[config.mk]
export PLATFORM = sky130hd
export DESIGN_NAME = div_recon_16bit
export DESIGN_NICKNAME = d
export VERILOG_FILES = /design/src/rtl/div_recon_16bit.sv
export SDC_FILE = /design/constraint.sdc
export NUM_CORES = 1
export LEC_CHECK = 0
export BUFFER_PORTS_ARGS = -buffer_cell sky130_fd_sc_hd__buf_2
export CORE_AREA = 2 2 95 97
export DETAILED_ROUTE_END_ITERATION = 6
export DIE_AREA = 0 0 97 99
export GPL_TIMING_DRIVEN = 0
export MAX_ROUTING_LAYER = met4
export PLACE_DENSITY = 0.65
export SYNTH_ARGS = -nofsm -noshare
export SYNTH_HDL_FRONTEND = slang
export SYNTH_SLANG_ARGS = --single-unit
export TNS_END_PERCENT = 50
[constraint.sdc]
create_clock -name clk -period 3.8 [get_ports clk]
set_input_delay 0.38 -clock clk [delete_from_list [all_inputs] [get_ports clk]]
set_output_delay 0.38 -clock clk [all_outputs]
set_load 0.005 [all_outputs]
[src/rtl/div_recon_16bit.sv]
// Sequential dividend reconstruction: dividend = quotient * divisor + remainder, one divisor bit per clock.
// Define DIV_RECON_CHECK_EN to flag tuples that no legal 16/8 divide could have produced on err.
module div_recon_16bit (
    input  logic        clk,
    input  logic        rst,
    input  logic        in_valid,
    output logic        in_ready,
    input  logic [15:0] quotient,
    input  logic [7:0]  divisor,
    input  logic [15:0] remainder,
    output logic        out_valid,
    input  logic        out_ready,
    output logic [23:0] dividend,
    output logic        err
);

    typedef enum logic [1:0] {
        S_IDLE,
        S_CALC,
        S_DONE
    } state_t;

    state_t      r_state;
    logic [15:0] r_quot;
    logic [7:0]  r_div;
    logic [23:0] r_acc;
    logic [2:0]  r_cnt;
    logic        r_in_ready;
    logic        r_out_valid;
    logic        r_err;

    logic [23:0] w_addend;
    logic [23:0] w_acc_next;
    logic        w_err_next;

    // Partial product for the current divisor bit; the 24-bit sum cannot carry out.
    assign w_addend   = r_div[r_cnt] ? ({8'd0, r_quot} << r_cnt) : 24'd0;
    assign w_acc_next = r_acc + w_addend;

`ifdef DIV_RECON_CHECK_EN
    logic r_bad;
    logic w_bad_in;

    // Operand legality is judged at accept so only the overflow test waits for the final sum.
    assign w_bad_in   = (divisor != 8'd0) ? (remainder >= {8'd0, divisor}) : (quotient != 16'd0);
    assign w_err_next = r_bad || (w_acc_next > 24'h00FFFF);

    always_ff @(posedge clk) begin
        if (rst) begin
            r_bad <= 1'b0;
        end else if (r_state == S_IDLE && in_valid) begin
            r_bad <= w_bad_in;
        end
    end
`else
    assign w_err_next = 1'b0;
`endif

    always_ff @(posedge clk) begin
        if (rst) begin
            r_state     <= S_IDLE;
            r_in_ready  <= 1'b1;
            r_out_valid <= 1'b0;
            r_acc       <= 24'd0;
            r_cnt       <= 3'd0;
            r_err       <= 1'b0;
        end else begin
            case (r_state)
                S_IDLE: begin
                    if (in_valid) begin
                        r_quot     <= quotient;
                        r_div      <= divisor;
                        r_acc      <= {8'd0, remainder};
                        r_cnt      <= 3'd0;
                        r_err      <= 1'b0;
                        r_in_ready <= 1'b0;
                        r_state    <= S_CALC;
                    end
                end
                S_CALC: begin
                    r_acc <= w_acc_next;
                    r_cnt <= r_cnt + 3'd1;
                    if (r_cnt == 3'd7) begin
                        r_err       <= w_err_next;
                        r_out_valid <= 1'b1;
                        r_state     <= S_DONE;
                    end
                end
                S_DONE: begin
                    if (out_ready) begin
                        r_out_valid <= 1'b0;
                        r_in_ready  <= 1'b1;
                        r_state     <= S_IDLE;
                    end
                end
                default: begin
                    r_out_valid <= 1'b0;
                    r_in_ready  <= 1'b1;
                    r_state     <= S_IDLE;
                end
            endcase
        end
    end

    assign in_ready  = r_in_ready;
    assign out_valid = r_out_valid;
    assign dividend  = r_acc;
    assign err       = r_err;

endmodule

==> impl_metrics.yaml, run 1 <==
drt:
  ant_nets: 0
  drtIter0Drc: 184
  vias_per_cell: 5.43
  routedWlPerCell_um: 14.7
  drc: 0
  drt-total-wl_um: 9210
  first_pass_iters: 4
  vias: 3398
pwr:
  p_switching_uw: 445
  p_per_area_nw_per_um2: 328
  internal-power_uw: 1020
  clock_power_share_pct: 27.0
  ir_worst_vdd_mv: 0.156
  power_uw: 1470
  seqPwrFrac_pct: 46.4
  combPwrFrac_pct: 26.6
  p_leak_uw: 0.00189
  swShare_pct: 30.3
setup_path:
  path_buf_inv: 4
  critPathKind: "flop to flop"
  start_kind: "flop"
  slowest_stage: "ha_1"
  end_kind: "flop"
  cp.required_ps: 3990
  path_delay_family: "compound AO/OA/AOI/OAI gates"
  crit_chain: "buf_2 > clkbuf_4 > clkbuf_2 > inv_1 > a31oi_1 > a211oi_2 > ha_1 > a21oi_1 > o21ai_1 > or3_4 > o21ai_2 > a21oi_1 > a221oi_2 > xor2_1 > o21ai_0"
  crit_path_frequent_cell: "a21oi_1"
  worst_path_largest_cell_delay_ps: 380
  crit_fanout: 10
  worst_ep_arrival_time_ps: 3790
logic_synthesis:
  netlist.area_leader.share_pct: 19.0
  syn_nets: 509
  synth_cell_type_count: 58
  synth_edf_count: 24
  synth_ff_type: "dfxtp_1"
  yosys_warnings: 0
  ys_seq_area_share_pct: 35.4
  postSynthCellCount: 439
  async_flop_share_pct: 0
  synthTopCellsByArea: "edfxtp_1 19%, dfxtp_1 16%, ha_1 8.3%, a21oi_1 6.2%, nor2_1 5.6%"
  syn_area_um2: 3780
  synth_seq_cells: 55
  synth_area_per_cell_um2: 8.62
  synth_top_area_cell: "edfxtp_1"
place:
  io_buffers: 68
  dpl.cell_count: 616
  hpwl_um: 7250
  finalWeightedCongestion: 0.941
finish:
  multi_input_area_um2: 2340
  nets: 587
  num_antenna_cells: 0
  fillers: 813
  drive_above_1_share_pct: 23.0
  instances_no_fill: 626
  synthToLayoutAreaGrowth_pct: 18.2
  seq_area_um2: 1340
timing:
  clock_skew_ps: 10.9
  tightest_slew_ps: 964
  max_freq_mhz: 277
  max_slew_margin_pct: 35.3
  layout_min_cycle_time_ps: 3600
  hold_viol: 0
  drv_slew: 0
  holdWs_ps: 233
  finalCritPeriodShare_pct: 94.9
  setup_viol: 0
cts:
  cts_max_level: 2
  ctsRootBufferMaster: "clkbuf_8"
  path_clk_slew_ps: 100
  cts_hold_buf: 0
  clk_latency_ps: 320
  clock_sinks: 55
  cts_tree: "built"
  cts_buffers: 5
  cts.path.max_buffers: 2
floorplanning:
  die_area_um2: 9600
  die_h_um: 99
  pin_count: 71
  die_x_um: 97
  rows: 34
  start_util_pct: 44.3
  coreArea_um2: 8550
global_route:
  grt_max_degree: 21
  grt-ovfl-total: 0
  antenna_found_initial: 0
  grt_pass1_vias: 3131
  grt_pass1_wl_um: 15200
  track_usage_pct: 20.0
hold_path:
  min_path_type: "primary input to flop"
run:
  max-cap-violations: 0
run_status:
  status: "complete, no violations"
-- path summary, 6_finish.rpt --
kind,endpoint,start,slack [ps],cells after the start
hold reg to reg,dividend[19]$_SDFFE_PP0P_,dividend[19]$_SDFFE_PP0P_,490,2
setup reg to reg,dividend[21]$_SDFFE_PP0P_,r_cnt[1]$_SDFFE_PP0P_,200,15
hold / removal,r_quot[4]$_DFFE_PP_,quotient[4],230,1
setup / recovery,dividend[21]$_SDFFE_PP0P_,r_cnt[1]$_SDFFE_PP0P_,200,15
-- what timing repair did --
item	in CTS	in global routing
gates resized for setup	6	11
buffers inserted	0	3
pin swaps	1	4
setup endpoints to repair	9	8
-- flip-flops by register name (all words and copies together) (netlist names) --
| name | cells |
|---|---|
| dividend | 24 |
| r_quot | 16 |
| r_div | 8 |
| r_cnt | 3 |
| r_state | 2 |
| in_ready | 1 |
| out_valid | 1 |
-- final cells by class --
cell class                      instances  share of cell area [%]
Clock inverter                          3                   0.951
Sequential cell                        55                    30.0
Inverter                               11                   0.923
Tap cell                              108                    3.02
Timing Repair Buffer                   72                    8.45
Clock buffer                            5                    1.54
Buffer                                 23                    2.77
Multi-Input combinational cell        349                    52.4
-- synth_stat cells (8+ instances only) --
cell type and n:
xnor2_1 9, nor2_1 56, o21ai_0 20, inv_1 9, mux2i_1 15, edfxtp_1 24
a21oi_1 47, nand2_1 50, nand3_1 9, ha_1 25, a211oi_1 8, a21o_1 8
a22oi_1 10, clkbuf_1 14, dfxtp_1 31
-- power by group through the flow --
stage / clock network (µW) / logic [µW] / registers (µW)
finish: 396 / 390 / 680
floorplan: 0 / 265 / 687
global route: 433 / 434 / 684
detailed placement: 0 / 374 / 693
CTS: 409 / 377 / 679
global placement: 0 / 366 / 692
-- layer usage --
| metal | vias to the layer above | track usage, % | wire length [µm] |
|---|---|---|---|
| met2 | 91 | 31.8 | 4220 |
| met5 | - | - | 0 |
| met3 | 15 | 2.84 | 426 |
| li1 | 1746 | - | - |
| met1 | 1546 | 26.9 | 4440 |
| met4 | 0 | 5.42 | 129 |
-- worst register-to-register path: cells and delay by family, from the launching register on --
| kind | cells | cell delay (ps) |
|---|---|---|
| AOI/OAI and AO/OA | 8 | 1430 |
| buffers and inverters | 4 | 810 |
| adders and majority gates | 1 | 380 |
| and+or+nand+nor | 1 | 360 |
| DFF | 1 | 350 |
| xor gates and xnor gates | 1 | 160 |
-- cells in the final DEF, fill, tap and decap left out, types with 3 or more instances in the layout --
master | synthesis | final
a31oi_1 | 3 | 3
a22oi_1 | 10 | 10
nand2b_1 | 4 | 4
clkbuf_1 | 14 | 11
o21bai_1 | 4 | 4
nor2b_1 | 5 | 5
nand2_1 | 50 | 49
nand3_1 | 9 | 9
o21a_1 | 4 | 4
clkbuf_8 | 0 | 5
inv_1 | 9 | 9
a21oi_1 | 47 | 46
o21ai_0 | 20 | 20
nand4_1 | 4 | 4
a311oi_1 | 4 | 4
a21o_1 | 8 | 8
clkinv_1 | 2 | 3
buf_2 | 4 | 69
mux2_2 | 6 | 6
mux4_2 | 4 | 4
nor2_1 | 56 | 55
buf_4 | 1 | 5
xnor2_1 | 9 | 9
ha_1 | 25 | 24
or3_1 | 5 | 4
edfxtp_1 | 24 | 24
nor3_1 | 7 | 7
buf_1 | 3 | 3
dfxtp_1 | 31 | 31
a211oi_1 | 8 | 6
mux2i_1 | 15 | 15
buf_6 | 2 | 3
xor2_1 | 7 | 7
-- stage by stage --
step / setup TNS [ps] / utilization [%] / setup WS, ps / instance area [µm²]
after global placement: -1110 / 49.8 / -211 / 4260
after detailed placement: -1480 / 50.0 / -260 / 4280
after CTS: 0 / 51.5 / 21.4 / 4400
after floorplan: 0 / - / 290 / 3780
after global routing: -27.0 / 52.3 / -15.8 / 4470
final: 0 / 52.3 / 196 / 4470
-- kinds of logic after synthesis --
| family | synth area share (%) |
|---|---|
| other cells | 0.0991 |
| buf+inv | 4.10 |
| fa+ha+maj | 8.79 |
| flops | 35.4 |
| simple gates | 17.8 |
| xor+xnor | 3.70 |
| mux | 8.13 |
| compound gates | 21.9 |
No activity file was read; power rests on OpenSTA's default activity.
==> run 2, diff against run 1 <==
--- a/config.mk
+++ b/config.mk
@@ -6,12 +6,12 @@
 export NUM_CORES = 1
 export LEC_CHECK = 0
 export BUFFER_PORTS_ARGS = -buffer_cell sky130_fd_sc_hd__buf_2
-export CORE_AREA = 2 2 95 97
+export CORE_AREA = 2 2 88 90
 export DETAILED_ROUTE_END_ITERATION = 6
-export DIE_AREA = 0 0 97 99
+export DIE_AREA = 0 0 90 92
 export GPL_TIMING_DRIVEN = 0
 export MAX_ROUTING_LAYER = met4
-export PLACE_DENSITY = 0.65
+export PLACE_DENSITY = 0.74
 export SYNTH_ARGS = -nofsm -noshare
 export SYNTH_HDL_FRONTEND = slang
 export SYNTH_SLANG_ARGS = --single-unit
==> run 2 against run 1 <==
Effect of this change: wire length down 1.8%; clock power down 18%; cell area down 0.62%; critical path depth stayed put; fmax decreased by 0.57%; flip-flop and latch count stayed put; non-clock buffer count fell by 1; clock skew rose by 6.6 ps; global-route usage grew 2.4 points; via count up 2.0%; register-to-register slack lost 20 ps; critical endpoint unchanged; largest power group unchanged.
==> impl_metrics.yaml, run 2 (synthesis results as in run 1) <==
finish:
  utilization_pct: 59.7
  synthToLayoutAreaGrowth_pct: 17.5
  layout_common_cells: "69 x buf_2, 55 x nor2_1, 49 x nand2_1"
  fillers: 694
  nets: 586
  largest_reg_flops: 24
  layout_commonest_cell: "buf_2"
  num_antenna_cells: 0
  drive_above_1_share_pct: 23.0
drt:
  drc: 0
  first_pass_iters: 4
  drt-total-wl_um: 9050
  drtIter0Drc: 164
  vias: 3467
  ant_nets: 0
  routedWlPerCell_um: 14.6
  vias_per_cell: 5.60
setup_path:
  end_kind: "flop"
  cp.required_ps: 3970
  critPathKind: "flop to flop"
  crit_fanout: 10
  start_kind: "flop"
  worst_ep_arrival_time_ps: 3800
place:
  hpwl_um: 6970
  io_buffers: 68
  finalWeightedCongestion: 0.897
cts:
  clk_latency_ps: 310
  ctsRootBufferMaster: "clkbuf_8"
  cts.path.max_buffers: 2
  path_clk_slew_ps: 100
  cts_tree: "built"
  clock_sinks: 55
  cts_max_level: 2
  cts_buffers: 5
run_status:
  status: "complete, no violations"
timing:
  grt_setup_unrepaired: "true"
  max_freq_mhz: 276
  max_slew_margin_pct: 28.0
  clock_skew_ps: 17.5
  setup_viol: 0
  drv_slew: 0
  layout_min_cycle_time_ps: 3630
  finalSetupTns_ps: 0
  finalCritPeriodShare_pct: 95.4
  hold_viol: 0
  tightest_slew_ps: 1070
pwr:
  p_leak_uw: 0.00188
  p_per_area_nw_per_um2: 312
  swShare_pct: 31.4
  seqPwrFrac_pct: 48.9
  ir_worst_vdd_mv: 0.188
  p_switching_uw: 435
  clock_power_share_pct: 23.3
  power_uw: 1390
  combPwrFrac_pct: 27.8
  internal-power_uw: 952
global_route:
  antenna_found_initial: 0
  track_usage_pct: 22.4
  grt_max_degree: 21
  grt_pass1_vias: 3174
  grt-ovfl-total: 0
  grt_pass1_wl_um: 14800
floorplanning:
  die_area_um2: 8280
  die_h_um: 92
  coreArea_um2: 7450
  die_x_um: 90
  pin_count: 71
  start_util_pct: 50.8
  rows: 32
run:
  max-cap-violations: 0
hold_path:
  min_path_type: "primary input to flop"
run 2: power by group through the flow:
| stage | Sequential [µW] | Clock, µW | Combinational [µW] |
|---|---|---|---|
| final | 678 | 323 | 386 |
| after global routing | 683 | 364 | 429 |
| after CTS | 678 | 338 | 374 |
| after detailed placement | 691 | 0 | 370 |
| after global placement | 691 | 0 | 361 |
| after floorplan | 687 | 0 | 265 |
run 2: per-stage QoR:
step | instance area (µm²) | cells | hold WS (ps) | worst slack (ps)
2_1_floorplan | 3780 | 439 | 472 | 290
3_3_place_gp | 4250 | 609 | 461 | -239
3_5_place_dp | 4270 | 610 | 474 | -280
4_1_cts | 4360 | 617 | 232 | 12.2
5_1_grt | 4450 | 619 | 219 | -47.4
6_report | 4450 | 619 | 241 | 175
run 2: path summary, 6_finish.rpt:
check,from,endpoint,slack (ps),cells after the start
setup / recovery,r_cnt[0]$_SDFFE_PP0P_,dividend[21]$_SDFFE_PP0P_,170,15
hold / removal,divisor[1],r_div[1]$_DFFE_PP_,240,1
setup reg to reg,r_cnt[0]$_SDFFE_PP0P_,dividend[21]$_SDFFE_PP0P_,170,15
hold reg to reg,dividend[19]$_SDFFE_PP0P_,dividend[19]$_SDFFE_PP0P_,480,2
run 2: routing by layer:
| metal | part of all wire (%) | global-route usage, % | wire length, µm |
|---|---|---|---|
| met1 | 47 | 29.9 | 4270 |
| met2 | 47 | 36.8 | 4260 |
| met3 | 4.2 | 2.63 | 383 |
| met4 | 1.5 | 5.38 | 138 |
| met5 | 0 | - | 0 |
run 2: repair_timing:
| item | in CTS | in global routing |
|---|---|---|
| gates resized for setup | 6 | 14 |
| endpoints found under the setup margin | 9 | 8 |
| hold endpoints to repair | 0 | 0 |
| pin swaps | 1 | 4 |
| hold buffers | 0 | 0 |
| setup buffers | 0 | 2 |
| cloned | 0 | 0 |
run 2: area by class of cell:
type	count	area (µm²)	share of cell area [%]
inverter	11	41.3	0.929
tap	102	128	2.87
clock buffer	6	72.6	1.63
multi-input combinational	349	2360	53.0
timing repair buffer	71	370	8.33
buffer	23	124	2.79
clock inverter	2	12.5	0.281
sequential	55	1340	30.2
run 2: worst max-delay path: stages (launching register included):
cell and delay, ps:
dfxtp_1 370, buf_6 160, mux4_2 530, nand2_1 140, and2_4 210, buf_4 160
nor2_1 80, ha_1 360, a21oi_1 130, o21ai_1 100, or3_4 380, o21ai_4 200
a21oi_2 110, a221oi_2 280, xor2_1 170, o21ai_0 90
